**src/rtl/alu_pkg.sv**
```systemverilog
// Shared ALU encodings, flag bit positions, sequencer states and opcode decode helpers.
package alu_pkg;

    localparam int unsigned DATA_W = 16;
    localparam int unsigned CNT_W  = 4;
    localparam int unsigned OPW    = 4;
    localparam int unsigned FLW    = 5;

    localparam int unsigned FLAG_C = 4;
    localparam int unsigned FLAG_L = 3;
    localparam int unsigned FLAG_F = 2;
    localparam int unsigned FLAG_Z = 1;
    localparam int unsigned FLAG_N = 0;

    // Primary opcodes
    localparam logic [OPW-1:0] OPC_REG   = 4'b0000;
    localparam logic [OPW-1:0] OPC_ADDI  = 4'b0101;
    localparam logic [OPW-1:0] OPC_ADDUI = 4'b0110;
    localparam logic [OPW-1:0] OPC_ADDCI = 4'b0111;
    localparam logic [OPW-1:0] OPC_SHIFT = 4'b1000;
    localparam logic [OPW-1:0] OPC_ADDCU = 4'b1010;
    localparam logic [OPW-1:0] OPC_MOVI  = 4'b1101;

    // Extensions under OPC_REG
    localparam logic [OPW-1:0] EXT_NOP  = 4'b0000;
    localparam logic [OPW-1:0] EXT_AND  = 4'b0001;
    localparam logic [OPW-1:0] EXT_OR   = 4'b0010;
    localparam logic [OPW-1:0] EXT_XOR  = 4'b0011;
    localparam logic [OPW-1:0] EXT_ADD  = 4'b0101;
    localparam logic [OPW-1:0] EXT_ADDU = 4'b0110;
    localparam logic [OPW-1:0] EXT_ADDC = 4'b0111;
    localparam logic [OPW-1:0] EXT_SUB  = 4'b1001;
    localparam logic [OPW-1:0] EXT_CMP  = 4'b1011;
    localparam logic [OPW-1:0] EXT_MOV  = 4'b1101;

    // Extensions under OPC_SHIFT
    localparam logic [OPW-1:0] EXT_LSHI = 4'b0000;
    localparam logic [OPW-1:0] EXT_RSHI = 4'b0001;
    localparam logic [OPW-1:0] EXT_LSH  = 4'b0100;
    localparam logic [OPW-1:0] EXT_RSH  = 4'b0101;
    localparam logic [OPW-1:0] EXT_ALSH = 4'b0110;
    localparam logic [OPW-1:0] EXT_ARSH = 4'b0111;

    // Extensions under OPC_ADDCU
    localparam logic [OPW-1:0] EXT_ADDCU  = 4'b0101;
    localparam logic [OPW-1:0] EXT_ADDCUI = 4'b0110;

    typedef enum logic [2:0] {
        S_IDLE  = 3'd0,
        S_EXEC  = 3'd1,
        S_CARRY = 3'd2,
        S_SHIFT = 3'd3,
        S_DONE  = 3'd4
    } state_t;

    function automatic logic is_shift(input logic [OPW-1:0] op, input logic [OPW-1:0] ext);
        return (op == OPC_SHIFT) &&
               (ext inside {EXT_LSHI, EXT_RSHI, EXT_LSH, EXT_RSH, EXT_ALSH, EXT_ARSH});
    endfunction

    function automatic logic is_signed_addc(input logic [OPW-1:0] op, input logic [OPW-1:0] ext);
        return ((op == OPC_REG) && (ext == EXT_ADDC)) || (op == OPC_ADDCI);
    endfunction

    function automatic logic is_addc(input logic [OPW-1:0] op, input logic [OPW-1:0] ext);
        return is_signed_addc(op, ext) ||
               ((op == OPC_ADDCU) && ((ext == EXT_ADDCU) || (ext == EXT_ADDCUI)));
    endfunction

    function automatic logic writes_psr(input logic [OPW-1:0] op, input logic [OPW-1:0] ext);
        return !(((op == OPC_REG) && ((ext == EXT_MOV) || (ext == EXT_NOP))) || (op == OPC_MOVI));
    endfunction

endpackage

```
**src/rtl/alu_seq_ctrl_if.sv**
```systemverilog
// Request/response handshake bundle between the issuing stage and the ALU sequencer.
interface alu_seq_ctrl_if;

    logic                        req_valid;
    logic                        req_ready;
    logic [alu_pkg::OPW-1:0]     req_opcode;
    logic [alu_pkg::OPW-1:0]     req_opext;
    logic [alu_pkg::DATA_W-1:0]  req_a;
    logic [alu_pkg::DATA_W-1:0]  req_b;
    logic                        rsp_valid;
    logic                        rsp_ready;
    logic [alu_pkg::DATA_W-1:0]  rsp_data;

    modport master (
        output req_valid, req_opcode, req_opext, req_a, req_b, rsp_ready,
        input  req_ready, rsp_valid, rsp_data
    );

    modport slave (
        input  req_valid, req_opcode, req_opext, req_a, req_b, rsp_ready,
        output req_ready, rsp_valid, rsp_data
    );

endinterface

```
**src/rtl/alu_seq_ctrl.sv**
```systemverilog
// Multi-cycle sequencer in front of the combinational ALU: iterated shifts, two-pass
// add-with-carry, PSR ownership and a registered valid/ready response.
module alu_seq_ctrl
    import alu_pkg::*;
#(
    parameter int unsigned WIDTH = DATA_W,
    parameter int unsigned SHW   = CNT_W
) (
    input  logic             clk,
    input  logic             reset_n,
    alu_seq_ctrl_if.slave    bus,
    output logic [FLW-1:0]   psr,
    output logic [WIDTH-1:0] alu_a,
    output logic [WIDTH-1:0] alu_b,
    output logic [OPW-1:0]   alu_opcode,
    output logic [OPW-1:0]   alu_opext,
    input  logic [WIDTH-1:0] alu_s,
    input  logic [FLW-1:0]   alu_flags
);

    state_t           r_state;
    logic             r_req_ready;
    logic             r_rsp_valid;
    logic [WIDTH-1:0] r_rsp_data;
    logic [FLW-1:0]   r_psr;
    logic [WIDTH-1:0] r_alu_a;
    logic [WIDTH-1:0] r_alu_b;
    logic [OPW-1:0]   r_alu_opcode;
    logic [OPW-1:0]   r_alu_opext;
    logic [OPW-1:0]   r_op;
    logic [OPW-1:0]   r_ext;
    logic             r_a_msb;
    logic             r_b_msb;
    logic             r_c1;
    logic [SHW-1:0]   r_cnt;

    logic             w_ovf;
    logic [FLW-1:0]   w_addc_psr;

    // r_c1 is cleared on accept, so this is c1|c2 in CARRY and the plain carry in EXEC
    always_comb begin
        w_ovf = is_signed_addc(r_op, r_ext) &
                ((~r_a_msb & ~r_b_msb & alu_s[WIDTH-1]) | (r_a_msb & r_b_msb & ~alu_s[WIDTH-1]));
        w_addc_psr         = '0;
        w_addc_psr[FLAG_C] = alu_flags[FLAG_C] | r_c1;
        w_addc_psr[FLAG_F] = w_ovf;
        w_addc_psr[FLAG_Z] = (alu_s == '0);
    end

    always_ff @(posedge clk or negedge reset_n) begin
        if (!reset_n) begin
            r_state      <= S_IDLE;
            r_req_ready  <= 1'b1;
            r_rsp_valid  <= 1'b0;
            r_rsp_data   <= '0;
            r_psr        <= '0;
            r_alu_a      <= '0;
            r_alu_b      <= '0;
            r_alu_opcode <= '0;
            r_alu_opext  <= '0;
            r_op         <= '0;
            r_ext        <= '0;
            r_a_msb      <= 1'b0;
            r_b_msb      <= 1'b0;
            r_c1         <= 1'b0;
            r_cnt        <= '0;
        end else begin
            case (r_state)
                S_IDLE: begin
                    if (bus.req_valid) begin
                        r_op         <= bus.req_opcode;
                        r_ext        <= bus.req_opext;
                        r_a_msb      <= bus.req_a[WIDTH-1];
                        r_b_msb      <= bus.req_b[WIDTH-1];
                        r_cnt        <= bus.req_b[SHW-1:0];
                        r_c1         <= 1'b0;
                        r_req_ready  <= 1'b0;
                        r_alu_a      <= bus.req_a;
                        r_alu_b      <= bus.req_b;
                        r_alu_opcode <= bus.req_opcode;
                        r_alu_opext  <= bus.req_opext;
                        r_state      <= S_EXEC;
                        // Zero-count shifts collapse to a single MOV pass of A
                        if (is_shift(bus.req_opcode, bus.req_opext)) begin
                            if (bus.req_b[SHW-1:0] != '0) begin
                                r_state <= S_SHIFT;
                            end else begin
                                r_alu_opcode <= OPC_REG;
                                r_alu_opext  <= EXT_MOV;
                            end
                        end else if (is_addc(bus.req_opcode, bus.req_opext)) begin
                            r_alu_opcode <= OPC_REG;
                            r_alu_opext  <= EXT_ADDU;
                        end
                    end
                end

                S_EXEC: begin
                    if (is_addc(r_op, r_ext) && r_psr[FLAG_C]) begin
                        r_c1    <= alu_flags[FLAG_C];
                        r_alu_a <= alu_s;
                        r_alu_b <= WIDTH'(1);
                        r_state <= S_CARRY;
                    end else begin
                        r_rsp_data <= alu_s;
                        if (is_addc(r_op, r_ext)) begin
                            r_psr <= w_addc_psr;
                        end else if (writes_psr(r_op, r_ext)) begin
                            r_psr <= alu_flags;
                        end
                        r_alu_a      <= '0;
                        r_alu_b      <= '0;
                        r_alu_opcode <= '0;
                        r_alu_opext  <= '0;
                        r_rsp_valid  <= 1'b1;
                        r_state      <= S_DONE;
                    end
                end

                S_CARRY: begin
                    r_rsp_data   <= alu_s;
                    r_psr        <= w_addc_psr;
                    r_alu_a      <= '0;
                    r_alu_b      <= '0;
                    r_alu_opcode <= '0;
                    r_alu_opext  <= '0;
                    r_rsp_valid  <= 1'b1;
                    r_state      <= S_DONE;
                end

                S_SHIFT: begin
                    // The ALU A operand register doubles as the shift accumulator
                    r_alu_a <= alu_s;
                    r_cnt   <= r_cnt - SHW'(1);
                    if (r_cnt == SHW'(1)) begin
                        r_rsp_data <= alu_s;
                        if (writes_psr(r_op, r_ext)) begin
                            r_psr <= alu_flags;
                        end
                        r_alu_a      <= '0;
                        r_alu_b      <= '0;
                        r_alu_opcode <= '0;
                        r_alu_opext  <= '0;
                        r_rsp_valid  <= 1'b1;
                        r_state      <= S_DONE;
                    end
                end

                S_DONE: begin
                    if (bus.rsp_ready) begin
                        r_rsp_valid <= 1'b0;
                        r_req_ready <= 1'b1;
                        r_state     <= S_IDLE;
                    end
                end

                default: begin
                    r_state <= S_IDLE;
                end
            endcase
        end
    end

    assign bus.req_ready = r_req_ready;
    assign bus.rsp_valid = r_rsp_valid;
    assign bus.rsp_data  = r_rsp_data;
    assign psr           = r_psr;
    assign alu_a         = r_alu_a;
    assign alu_b         = r_alu_b;
    assign alu_opcode    = r_alu_opcode;
    assign alu_opext     = r_alu_opext;

endmodule

```
**src/flat_wrapper.sv**
```systemverilog
// flat-port wrapper written by rule: the top's interface ports become plain ports
module alu_seq_ctrl_flat import alu_pkg::*;
#(
    parameter int unsigned WIDTH = DATA_W,
    parameter int unsigned SHW   = CNT_W
)
  (clk, reset_n, psr, alu_a, alu_b, alu_opcode, alu_opext, alu_s, alu_flags, bus_req_valid, bus_req_opcode, bus_req_opext, bus_req_a, bus_req_b, bus_rsp_ready, bus_req_ready, bus_rsp_valid, bus_rsp_data);
  alu_seq_ctrl_if bus_i ();
  input  logic clk;
  input  logic reset_n;
  output logic [FLW-1:0] psr;
  output logic [WIDTH-1:0] alu_a;
  output logic [WIDTH-1:0] alu_b;
  output logic [OPW-1:0] alu_opcode;
  output logic [OPW-1:0] alu_opext;
  input  logic [WIDTH-1:0] alu_s;
  input  logic [FLW-1:0] alu_flags;
  input wire logic [$bits(bus_i.req_valid)-1:0] bus_req_valid;
  input wire logic [$bits(bus_i.req_opcode)-1:0] bus_req_opcode;
  input wire logic [$bits(bus_i.req_opext)-1:0] bus_req_opext;
  input wire logic [$bits(bus_i.req_a)-1:0] bus_req_a;
  input wire logic [$bits(bus_i.req_b)-1:0] bus_req_b;
  input wire logic [$bits(bus_i.rsp_ready)-1:0] bus_rsp_ready;
  output wire logic [$bits(bus_i.req_ready)-1:0] bus_req_ready;
  output wire logic [$bits(bus_i.rsp_valid)-1:0] bus_rsp_valid;
  output wire logic [$bits(bus_i.rsp_data)-1:0] bus_rsp_data;
  assign bus_i.req_valid = bus_req_valid;
  assign bus_i.req_opcode = bus_req_opcode;
  assign bus_i.req_opext = bus_req_opext;
  assign bus_i.req_a = bus_req_a;
  assign bus_i.req_b = bus_req_b;
  assign bus_i.rsp_ready = bus_rsp_ready;
  assign bus_req_ready = bus_i.req_ready;
  assign bus_rsp_valid = bus_i.rsp_valid;
  assign bus_rsp_data = bus_i.rsp_data;
  alu_seq_ctrl #(.WIDTH(WIDTH), .SHW(SHW)) u_core (.clk(clk), .reset_n(reset_n), .bus(bus_i), .psr(psr), .alu_a(alu_a), .alu_b(alu_b), .alu_opcode(alu_opcode), .alu_opext(alu_opext), .alu_s(alu_s), .alu_flags(alu_flags));
endmodule
```
**config.mk**
```make
export PLATFORM = sky130hd
export DESIGN_NAME = alu_seq_ctrl_flat
export DESIGN_NICKNAME = d
export VERILOG_FILES = /design/src/rtl/alu_pkg.sv /design/src/rtl/alu_seq_ctrl_if.sv /design/src/rtl/alu_seq_ctrl.sv /design/src/flat_wrapper.sv
export SDC_FILE = /design/constraint.sdc
export NUM_CORES = 1
export LEC_CHECK = 0
export CAP_MARGIN = 5
export CELL_PAD_IN_SITES_DETAIL_PLACEMENT = 1
export CELL_PAD_IN_SITES_GLOBAL_PLACEMENT = 1
export CORE_MARGIN = 8
export CORE_UTILIZATION = 32
export CTS_CLUSTER_DIAMETER = 100
export DETAILED_ROUTE_END_ITERATION = 8
export DONT_BUFFER_PORTS = 1
export PLACE_DENSITY_LB_ADDON = 0.1
export SYNTH_ARGS = -nofsm -noshare
export SYNTH_HDL_FRONTEND = slang
export SYNTH_SLANG_ARGS = --single-unit
```
**constraint.sdc**
```tcl
create_clock -name clk -period 2.13 [get_ports clk]
set_input_delay 0.213 -clock clk [delete_from_list [all_inputs] [get_ports clk]]
set_output_delay 0.213 -clock clk [all_outputs]
set_load 0.03 [all_outputs]
```
==> results of run 1 <==
[Yosys cell counts (3+ instances only)]
cell type | n | share of area [%]
sky130_fd_sc_hd__nand2_1 | 46 | 4.6
sky130_fd_sc_hd__dfrtp_1 | 80 | 53
sky130_fd_sc_hd__nand4_1 | 3 | 0.50
sky130_fd_sc_hd__inv_1 | 8 | 0.80
sky130_fd_sc_hd__nor4bb_1 | 3 | 0.80
sky130_fd_sc_hd__nor3_1 | 6 | 0.80
sky130_fd_sc_hd__nor4_1 | 5 | 0.83
sky130_fd_sc_hd__nand2b_1 | 6 | 1.0
sky130_fd_sc_hd__o21ai_0 | 8 | 1.1
sky130_fd_sc_hd__o31ai_1 | 4 | 0.80
sky130_fd_sc_hd__mux2_2 | 8 | 2.4
sky130_fd_sc_hd__a21oi_1 | 29 | 3.9
sky130_fd_sc_hd__nand3_1 | 3 | 0.40
sky130_fd_sc_hd__or2_2 | 4 | 0.67
sky130_fd_sc_hd__mux2_1 | 9 | 2.7
sky130_fd_sc_hd__nand3b_1 | 3 | 0.60
sky130_fd_sc_hd__o31a_1 | 3 | 0.70
sky130_fd_sc_hd__nand4b_1 | 3 | 0.70
sky130_fd_sc_hd__a31oi_1 | 5 | 0.83
sky130_fd_sc_hd__a22o_1 | 18 | 4.2
sky130_fd_sc_hd__nor2_1 | 31 | 3.1
sky130_fd_sc_hd__clkbuf_1 | 13 | 1.3
sky130_fd_sc_hd__o2bb2ai_1 | 16 | 3.7
sky130_fd_sc_hd__a211oi_1 | 3 | 0.60
[per-layer routing]
metal / vias to the layer above / track usage [%] / part of all wire, %
li1: 1419 / - / -
met1: 1523 / 19.6 / 44
met2: 115 / 23.5 / 44
met3: 16 / 7.02 / 10
met4: 0 / 6.73 / 2.1
met5: - / 0 / 0
[cell type report]
cell class / count / area [µm²] / area share (%)
sequential: 81 / 2030 / 41.0
clock inverter: 5 / 104 / 2.10
timing repair buffer: 65 / 626 / 12.7
multi-input combinational: 248 / 1730 / 35.1
inverter: 8 / 30.0 / 0.607
tap: 143 / 179 / 3.62
clock buffer: 11 / 243 / 4.91
[critical path: cells and delay by family (launching register included)]
kind                   cells  cell delay [ns]
buffers and inverters      1             0.17
AO/OA/AOI/OAI              3             0.78
AND/OR/NAND/NOR            2             0.72
flip-flops                 1             0.37
[worst max path at each step]
stage                                    to            start
floorplan            u_core.bus.rsp_data[0]  u_core.r_ext[3]
global placement    u_core.bus.rsp_data[11]  u_core.r_ext[3]
detailed placement  u_core.bus.rsp_data[13]  u_core.r_ext[3]
CTS                           u_core.psr[1]   u_core.r_op[0]
global route        u_core.bus.rsp_data[11]   u_core.r_op[0]
finish                        u_core.psr[1]   u_core.r_op[0]
[flip-flops by register name (all words and copies together), names as in the netlist, 3 cells and up]
register / cells
u_core.psr: 5
u_core.alu_opext: 4
u_core.bus.rsp_data: 16
u_core.r_cnt: 4
u_core.alu_opcode: 4
u_core.r_op: 4
u_core.alu_a: 16
u_core.r_state: 3
u_core.alu_b: 16
u_core.r_ext: 4
[what timing repair did]
action | in CTS | in global routing
gates resized for setup | 3 | 11
hold endpoints to repair | 125 | 0
hold buffers | 37 | 0
pin swaps | 5 | 7
buffers inserted | 3 | 0
setup endpoints to repair | 32 | 48
[stage by stage]
| step | power, mW | cells | cell area (µm²) | hold WS, ns | setup slack, ns |
|---|---|---|---|---|---|
| 2_1_floorplan | 5.41 | 352 | 3790 | -0.0826 | -0.0388 |
| 3_5_place_dp | 6.22 | 505 | 4110 | -0.0774 | -0.100 |
| 5_1_grt | 8.64 | 561 | 4940 | 0.00416 | -0.0871 |
| 4_1_cts | 8.19 | 561 | 4880 | 0.000124 | -0.0779 |
| 6_report | 8.15 | 561 | 4940 | 0.0150 | -0.0227 |
| 3_3_place_gp | 6.15 | 505 | 4110 | -0.0773 | -0.0335 |
[power by group through the flow]
| stage | Clock [mW] | Sequential, mW | Combinational [mW] |
|---|---|---|---|
| global route | 1.92 | 4.21 | 2.51 |
| finish | 1.80 | 4.09 | 2.26 |
| detailed placement | 0 | 4.12 | 2.10 |
| global placement | 0 | 4.11 | 2.04 |
| CTS | 1.86 | 4.10 | 2.22 |
| floorplan | 0 | 3.91 | 1.51 |
[kinds of logic after synthesis]
logic type      synth area share (%)
fa+ha+maj                      0.667
simple gates                    17.0
compound gates                  19.9
mux                             5.37
xor+xnor                       0.467
flops                           54.1
buf+inv                         2.54
==> Implementation_results.wiki, run 1 <==
{| class="wikitable"
! Metric !! Value
|-
| Most frequent standard cell in the layout excluding fill and tap cells || sky130_fd_sc_hd__dfrtp_1
|-
| Starting DRC count in detailed routing || roughly 170
|-
| Switching share of power || 44.0%
|-
| Horizontal die dimension || 124 µm
|-
| Worst path max stage delay || 0.57 ns
|-
| Endpoint of the worst-slack reg-to-reg timing path || u_core.psr[1]
|-
| Period minus WS final || 2.15 ns
|-
| Overall global routing resource usage || 15.9%
|-
| DRC Markers || 0
|-
| Maximum count of clock buffers along a single path || 2
|-
| Worst path setup slack after routing || -0.0227 ns
|-
| Final Cycle Share || 101%
|-
| Total standard cell area after synthesis || 3750 µm²
|-
| Maximum level of the CTS H-tree || 3
|-
| Pin count of the biggest net entering global routing || around 80
|-
| TritonCTS clock tree || yes
|-
| CTS buffer count || 9
|-
| Average wire per standard cell || approximately 22 µm
|-
| Combinational share of power || between 20 and 30%
|-
| Leakage power || 2.17 nW
|-
| Fraction of power consumed by the clock network || 22.1%
|-
| Synth cell types || 54
|-
| Final antenna-violating net count || 0
|-
| Net total in the final layout || 480
|-
| Mapped Avg Cell Area || 10.7 µm²
|-
| Starting utilization of the core area || approximately a third
|-
| Run status || complete, but fails checks
|-
| Total global routing overflow || 0
|-
| Switching component of the power || 3.59 mW
|-
| Hold worst-path end || u_core.alu_b[1]
|-
| P_int || 4.56 mW
|-
| Sink count of the clock tree || a little over 80
|-
| Startpoint of the tightest hold check path || bus_req_b[1]
|-
| Reported max-cap violation count || 0
|-
| Worst-path maximum fanout || 5
|-
| Half-perimeter wire length of the detailed placement result || 8.51 mm
|-
| Worst reg-to-reg setup slack || -0.02 ns
|-
| Signal arrival time at the worst endpoint || about 2.4 ns
|-
| Maximum clock frequency || 465 MHz
|-
| Final clock skew || 0.00799 ns
|-
| Detailed-routing iteration count for the pre-antenna-repair pass || 4
|-
| Primary flip-flop cell chosen by synthesis mapping || sky130_fd_sc_hd__dfrtp_1
|-
| Unrepaired setup endpoints after global routing || yes
|-
| Fraction of the core area covered by cells at the end of the flow || between 40% and 50%
|-
| Vias after detailed routing || 3,073
|-
| Fraction of final layout cells sized beyond drive strength 1 || 19.6%
|-
| Post-Syn Nets || approximately 420
|-
| Data required, critical path || 2.35 ns
|-
| Synth async-reset ratio || 100%
|-
| Clk_lat worst skew || 0.34 ns
|-
| Library cell contributing the largest single delay on the critical path || sky130_fd_sc_hd__or4b_4
|-
| Number of buffers inserted by port buffering || 0
|-
| Site row count || 39
|-
| Final-report setup violation count || 7
|-
| Total of fill cells in the finished design || ~1,300
|-
| CTS root buffer || sky130_fd_sc_hd__clkbuf_16
|-
| Peak supply drop || 0.889 mV
|-
| Startpoint-to-endpoint class of the critical path || flop to flop
|-
| Sequential share of power || 50.2%
|-
| Number of diodes added for antenna fixing || 0
|-
| Number of synthesized flops with an enable pin || 0
|-
| Sort of element at the end of the critical path || flop
|-
| Wire length of the first global-routing pass || 19.5 mm
|-
| Number of flip-flops and latches in the synthesized netlist || 81
|-
| Max-slew violation count || 0
|-
| Relative slew slack || 65.7%
|-
| Detailed-route wire length || 12.3 mm
|-
| Power density normalized to cell area || 1650 nW/µm²
|-
| Final estimated routing congestion in global placement || 0.758
|-
| Die boundary height || 124 µm
|-
| Violations in the final reports || negative setup slack
|-
| Worst-margin pin slew || 0.510 ns
|-
| Total number of yosys warnings || 0
|-
| R2R cell count || 6
|-
| Mean number of vias per cell || roughly 5.5
|-
| Die area || 15,400 µm²
|-
| Post-synthesis instance total || between 300 and 400
|-
| List of cells traversed by the critical path || or4b_4 -> a2111oi_4 -> o21ai_4 -> buf_6 -> and4_1 -> o31a_1
|-
| Initial antenna violation count || 0
|-
| Standard cell core area || around 11,000 µm²
|-
| Via count of the first global-routing pass || approximately 3,400
|-
| Instance count along the most critical hold path || 2
|-
| Clock input transition at the sequential cells of the worst setup and hold paths || ~0.06 ns
|-
| Register area share after synthesis || a little over half
|-
| Layout Area Growth over Synthesis || 31.8%
|-
| Commonest cells after routing, fill and taps aside || sky130_fd_sc_hd__dfrtp_1 (80), sky130_fd_sc_hd__nand2_1 (46), sky130_fd_sc_hd__dlygate4sd3_1 (36)
|-
| Number of primary I/O pins || 128
|-
| Total negative slack || -0.0552 ns
|-
| Class of the most critical hold timing path || primary input to flop
|-
| Element type at the critical path start || flop
|-
| Worst reg2reg path startpoint || u_core.r_op[0]
|-
| Hold Vio Cnt, Final || 0
|}
Power figures use the tool's default switching activity.
==> inputs of run 2 (changes only) <==
--- a/config.mk
+++ b/config.mk
@@ -5,6 +5,7 @@
 export SDC_FILE = /design/constraint.sdc
 export NUM_CORES = 1
 export LEC_CHECK = 0
+export ABC_AREA = 1
 export CAP_MARGIN = 5
 export CELL_PAD_IN_SITES_DETAIL_PLACEMENT = 1
 export CELL_PAD_IN_SITES_GLOBAL_PLACEMENT = 1
==> Implementation_results.wiki, run 2 <==
{| class="wikitable"
! Metric !! Value
|-
| Maximum level of the CTS H-tree || 3 (unchanged)
|-
| Worst-case hold slack || 0.0149 ns (was 0.0150 ns)
|-
| Synth async-reset ratio || 100% (unchanged)
|-
| Run status || finished, final reports clean (was complete, but fails checks)
|-
| Reported max-cap violation count || 0 (unchanged)
|-
| Number of synthesized flops with an enable pin || 0 (unchanged)
|-
| Clk_lat worst skew || 0.34 ns (about the same)
|-
| Unrepaired setup endpoints after global routing || no (was yes)
|-
| Worst-margin pin slew || 0.450 ns (was 0.510 ns)
|-
| Total number of yosys warnings || 0 (unchanged)
|-
| Total of fill cells in the finished design || 1,487 (was 1,251)
|-
| Mapped Avg Cell Area || 8.32 µm² (was 10.7 µm²)
|-
| Number of diodes added for antenna fixing || 0 (unchanged)
|-
| Horizontal die dimension || 129 µm (was 124 µm)
|-
| Starting utilization of the core area || 32.6% (was 32.8%)
|-
| CTS buffer count || 9 (unchanged)
|-
| Wire length of the first global-routing pass || 21.8 mm (was 19.5 mm)
|-
| Net total in the final layout || 581 (was 480)
|-
| Commonest cells after routing, fill and taps aside || sky130_fd_sc_hd__nand2_1 (148), sky130_fd_sc_hd__dfrtp_1 (80), sky130_fd_sc_hd__nand3_1 (49) (was sky130_fd_sc_hd__dfrtp_1 (80), sky130_fd_sc_hd__nand2_1 (46), sky130_fd_sc_hd__dlygate4sd3_1 (36))
|-
| Fraction of final layout cells sized beyond drive strength 1 || 11.4% (was 19.6%)
|-
| Final estimated routing congestion in global placement || 0.715 (was 0.758)
|-
| Hold Vio Cnt, Final || 0 (unchanged)
|-
| Startpoint-to-endpoint class of the critical path || flop to flop (unchanged)
|-
| Most numerous cell in the Yosys netlist || sky130_fd_sc_hd__nand2_1 (was sky130_fd_sc_hd__dfrtp_1)
|-
| Final total power || 8.06 mW (was 8.15 mW)
|-
| Mean number of vias per cell || 5.00 (was 5.48)
|-
| Most frequent standard cell in the layout excluding fill and tap cells || sky130_fd_sc_hd__nand2_1 (was sky130_fd_sc_hd__dfrtp_1)
|-
| Period minus WS final || 1.85 ns (was 2.15 ns)
|-
| Total global routing overflow || 0 (unchanged)
|-
| Number of buffers inserted by port buffering || 0 (unchanged)
|-
| Detailed-routing iteration count for the pre-antenna-repair pass || 4 (unchanged)
|-
| P_int || 4.19 mW (was 4.56 mW)
|-
| Power density normalized to cell area || 1670 nW/µm² (was 1650 nW/µm²)
|-
| Switching component of the power || 3.87 mW (was 3.59 mW)
|-
| Ranking of synthesized cells by area || sky130_fd_sc_hd__dfrtp_1 (49%), sky130_fd_sc_hd__nand2_1 (14%), sky130_fd_sc_hd__nand3_1 (6.0%) (was sky130_fd_sc_hd__dfrtp_1 (53%), sky130_fd_sc_hd__nand2_1 (4.6%), sky130_fd_sc_hd__a22o_1 (4.2%))
|-
| Number of primary I/O pins || 128 (unchanged)
|-
| Post-Syn Nets || 559 (was 419)
|-
| Relative slew slack || 70.0% (was 65.7%)
|-
| Sequential share of power || 50.4% (was 50.2%)
|-
| Final clock skew || 0.00515 ns (was 0.00799 ns)
|-
| Max-slew violation count || 0 (unchanged)
|-
| Register area share after synthesis || 49.6% (was 54.1%)
|-
| Primary flip-flop cell chosen by synthesis mapping || sky130_fd_sc_hd__dfrtp_1 (unchanged)
|-
| Maximum clock frequency || 540 MHz (was 465 MHz)
|-
| DRC Markers || 0 (unchanged)
|-
| Die area || 16,700 µm² (was 15,400 µm²)
|-
| Total standard cell area after synthesis || 4090 µm² (was 3750 µm²)
|-
| Cell type contributing the most total cell area after synthesis || sky130_fd_sc_hd__dfrtp_1 (unchanged)
|-
| Signal arrival time at the worst endpoint || 2.11 ns (was 2.37 ns)
|-
| Vias after detailed routing || 3,455 (was 3,073)
|-
| Overall global routing resource usage || 17.0% (was 15.9%)
|-
| CTS root buffer || sky130_fd_sc_hd__clkbuf_16 (unchanged)
|-
| Sink count of the clock tree || 81 (unchanged)
|-
| Class of the most critical hold timing path || primary input to flop (unchanged)
|-
| Final antenna-violating net count || 0 (unchanged)
|-
| Total negative slack || 0 ns (was -0.0552 ns)
|-
| Final Cycle Share || 86.9% (was 101%)
|-
| Starting DRC count in detailed routing || 216 (was 173)
|-
| Site row count || 41 (was 39)
|-
| Portion of synthesized cell area occupied by the leading cell type || 48.9% (was 53.4%)
|-
| Number of flip-flops and latches in the synthesized netlist || 81 (unchanged)
|-
| Final-report setup violation count || 0 (was 7)
|-
| Peak supply drop || 0.636 mV (was 0.889 mV)
|-
| Switching share of power || 48.1% (was 44.0%)
|-
| Layout Area Growth over Synthesis || 18.0% (was 31.8%)
|-
| Pin count of the biggest net entering global routing || 82 (unchanged)
|-
| Average wire per standard cell || 19.4 µm (was 21.9 µm)
|-
| Combinational share of power || 27.2% (was 27.7%)
|-
| Fraction of the core area covered by cells at the end of the flow || 38.4% (was 43.3%)
|-
| Via count of the first global-routing pass || 3,793 (was 3,360)
|-
| Data required, critical path || 2.39 ns (was 2.35 ns)
|-
| Synth cell types || 37 (was 54)
|-
| Die boundary height || 129 µm (was 124 µm)
|-
| Worst-path maximum fanout || 16 (was 5)
|-
| Maximum count of clock buffers along a single path || 2 (unchanged)
|-
| Standard cell core area || 12,600 µm² (was 11,400 µm²)
|-
| Commonest cells in the synthesized netlist || sky130_fd_sc_hd__nand2_1 (148), sky130_fd_sc_hd__dfrtp_1 (80), sky130_fd_sc_hd__nand3_1 (49), sky130_fd_sc_hd__inv_1 (42), sky130_fd_sc_hd__o21ai_0 (33) (was sky130_fd_sc_hd__dfrtp_1 (80), sky130_fd_sc_hd__nand2_1 (46), sky130_fd_sc_hd__nor2_1 (31), sky130_fd_sc_hd__a21oi_1 (29), sky130_fd_sc_hd__a22o_1 (18))
|-
| Half-perimeter wire length of the detailed placement result || 9.69 mm (was 8.51 mm)
|-
| Leakage power || 2.29 nW (was 2.17 nW)
|-
| TritonCTS clock tree || yes (unchanged)
|-
| Element type at the critical path start || flop (unchanged)
|-
| Clock input transition at the sequential cells of the worst setup and hold paths || 0.06 ns (about the same)
|-
| Detailed-route wire length || 13.4 mm (was 12.3 mm)
|-
| Sort of element at the end of the critical path || flop (unchanged)
|-
| Fraction of power consumed by the clock network || 22.4% (was 22.1%)
|-
| Post-synthesis instance total || 492 (was 352)
|-
| Initial antenna violation count || 0 (unchanged)
|}
run 2: cell count changes after synthesis, moves of 8 or more:
cell | previous run | this run
sky130_fd_sc_hd__nand2_1 | 46 | 148
sky130_fd_sc_hd__nand3_1 | 3 | 49
sky130_fd_sc_hd__inv_1 | 8 | 42
sky130_fd_sc_hd__o21ai_0 | 8 | 33
sky130_fd_sc_hd__a21oi_1 | 29 | 11
sky130_fd_sc_hd__nand4_1 | 3 | 21
sky130_fd_sc_hd__o2bb2ai_1 | 16 | 0
sky130_fd_sc_hd__nor2_1 | 31 | 17
sky130_fd_sc_hd__a21oi_2 | 0 | 9
sky130_fd_sc_hd__mux2_1 | 9 | 0
sky130_fd_sc_hd__o21ai_1 | 0 | 9
sky130_fd_sc_hd__mux2_2 | 8 | 0
run 2: layout make-up:
type / instances / area (µm²) / share of cell area, %
sequential: 81 / 2030 / 42.0
timing repair buffer: 32 / 313 / 6.48
inverter: 49 / 186 / 3.86
multi-input combinational: 341 / 1740 / 36.0
clock buffer: 11 / 243 / 5.03
tap: 172 / 215 / 4.46
clock inverter: 5 / 103 / 2.12
run 2: cells by family after synthesis:
group | count (synthesis) | synth area share (%)
AND/OR/NAND/NOR | 259 | 29.4
flip-flops | 81 | 49.6
AO/OA/AOI/OAI | 79 | 12.3
buffers and inverters | 70 | 7.89
adder cells (fa/ha/maj) | 2 | 0.612
XOR/XNOR | 1 | 0.214
run 2: path summary, 6_finish.rpt:
kind / start / endpoint / slack [ns] / cells past startpoint
max reg2reg: u_core.r_state[2] / u_core.alu_opcode[3] / 0.28 / 9
max in group asynchronous: reset_n / u_core.bus.req_ready / 1.33 / 2
max: u_core.r_state[2] / u_core.alu_opcode[3] / 0.28 / 9
min reg2reg: u_core.r_c1 / u_core.r_c1 / 0.51 / 2
min: bus_req_b[12] / u_core.alu_b[12] / 0.01 / 1
min in group asynchronous: reset_n / u_core.r_cnt[1] / 0.46 / 2
run 2: critical path, stage by stage (launching register included):
cell                      delay [ns]
sky130_fd_sc_hd__dfrtp_1        0.51
sky130_fd_sc_hd__inv_2          0.13
sky130_fd_sc_hd__nand2_2        0.09
sky130_fd_sc_hd__nor2_4         0.24
sky130_fd_sc_hd__nand2_1        0.17
sky130_fd_sc_hd__nand2_4        0.22
sky130_fd_sc_hd__inv_2          0.07
sky130_fd_sc_hd__nand2_2        0.17
sky130_fd_sc_hd__nand2_1        0.08
sky130_fd_sc_hd__o21ai_0        0.08
run 2: stage by stage:
stage	std cells	instance area, µm²	setup slack (ns)
finish	691	4830	0.280
global route	691	4830	0.0786
CTS	691	4830	0.241
floorplan	492	4090	0.630
detailed placement	653	4250	0.263
global placement	653	4250	0.369
run 2: what timing repair did:
action / CTS / global route
setup buffers: 0 / 0
resized for setup: 0 / 0
hold buffers: 22 / 0
hold endpoints to repair: 101 / 0
run 2: per-layer routing:
layer  share of wire (%)  track usage, %
met3                 7.7            5.67
met5                   0               0
met4                 1.7            6.36
met1                  46            22.2
met2                  45            25.4
run 2: power by group through the flow:
stage                     clock network, mW  registers (mW)  logic (mW)
after floorplan                           0            3.86        1.69
after global placement                    0            4.11        2.09
after detailed placement                  0            4.12        2.15
after CTS                              1.86            4.10        2.23
after global routing                   1.91            4.19        2.55
final                                  1.81            4.06        2.19
==> inputs of run 3 (changes only) <==
--- a/config.mk
+++ b/config.mk
@@ -15,6 +15,7 @@
 export DETAILED_ROUTE_END_ITERATION = 8
 export DONT_BUFFER_PORTS = 1
 export PLACE_DENSITY_LB_ADDON = 0.1
+export SLEW_MARGIN = 30
 export SYNTH_ARGS = -nofsm -noshare
 export SYNTH_HDL_FRONTEND = slang
 export SYNTH_SLANG_ARGS = --single-unit
==> results of run 3 <==
Final layout, timing and power as in run 2 (identical DEF).
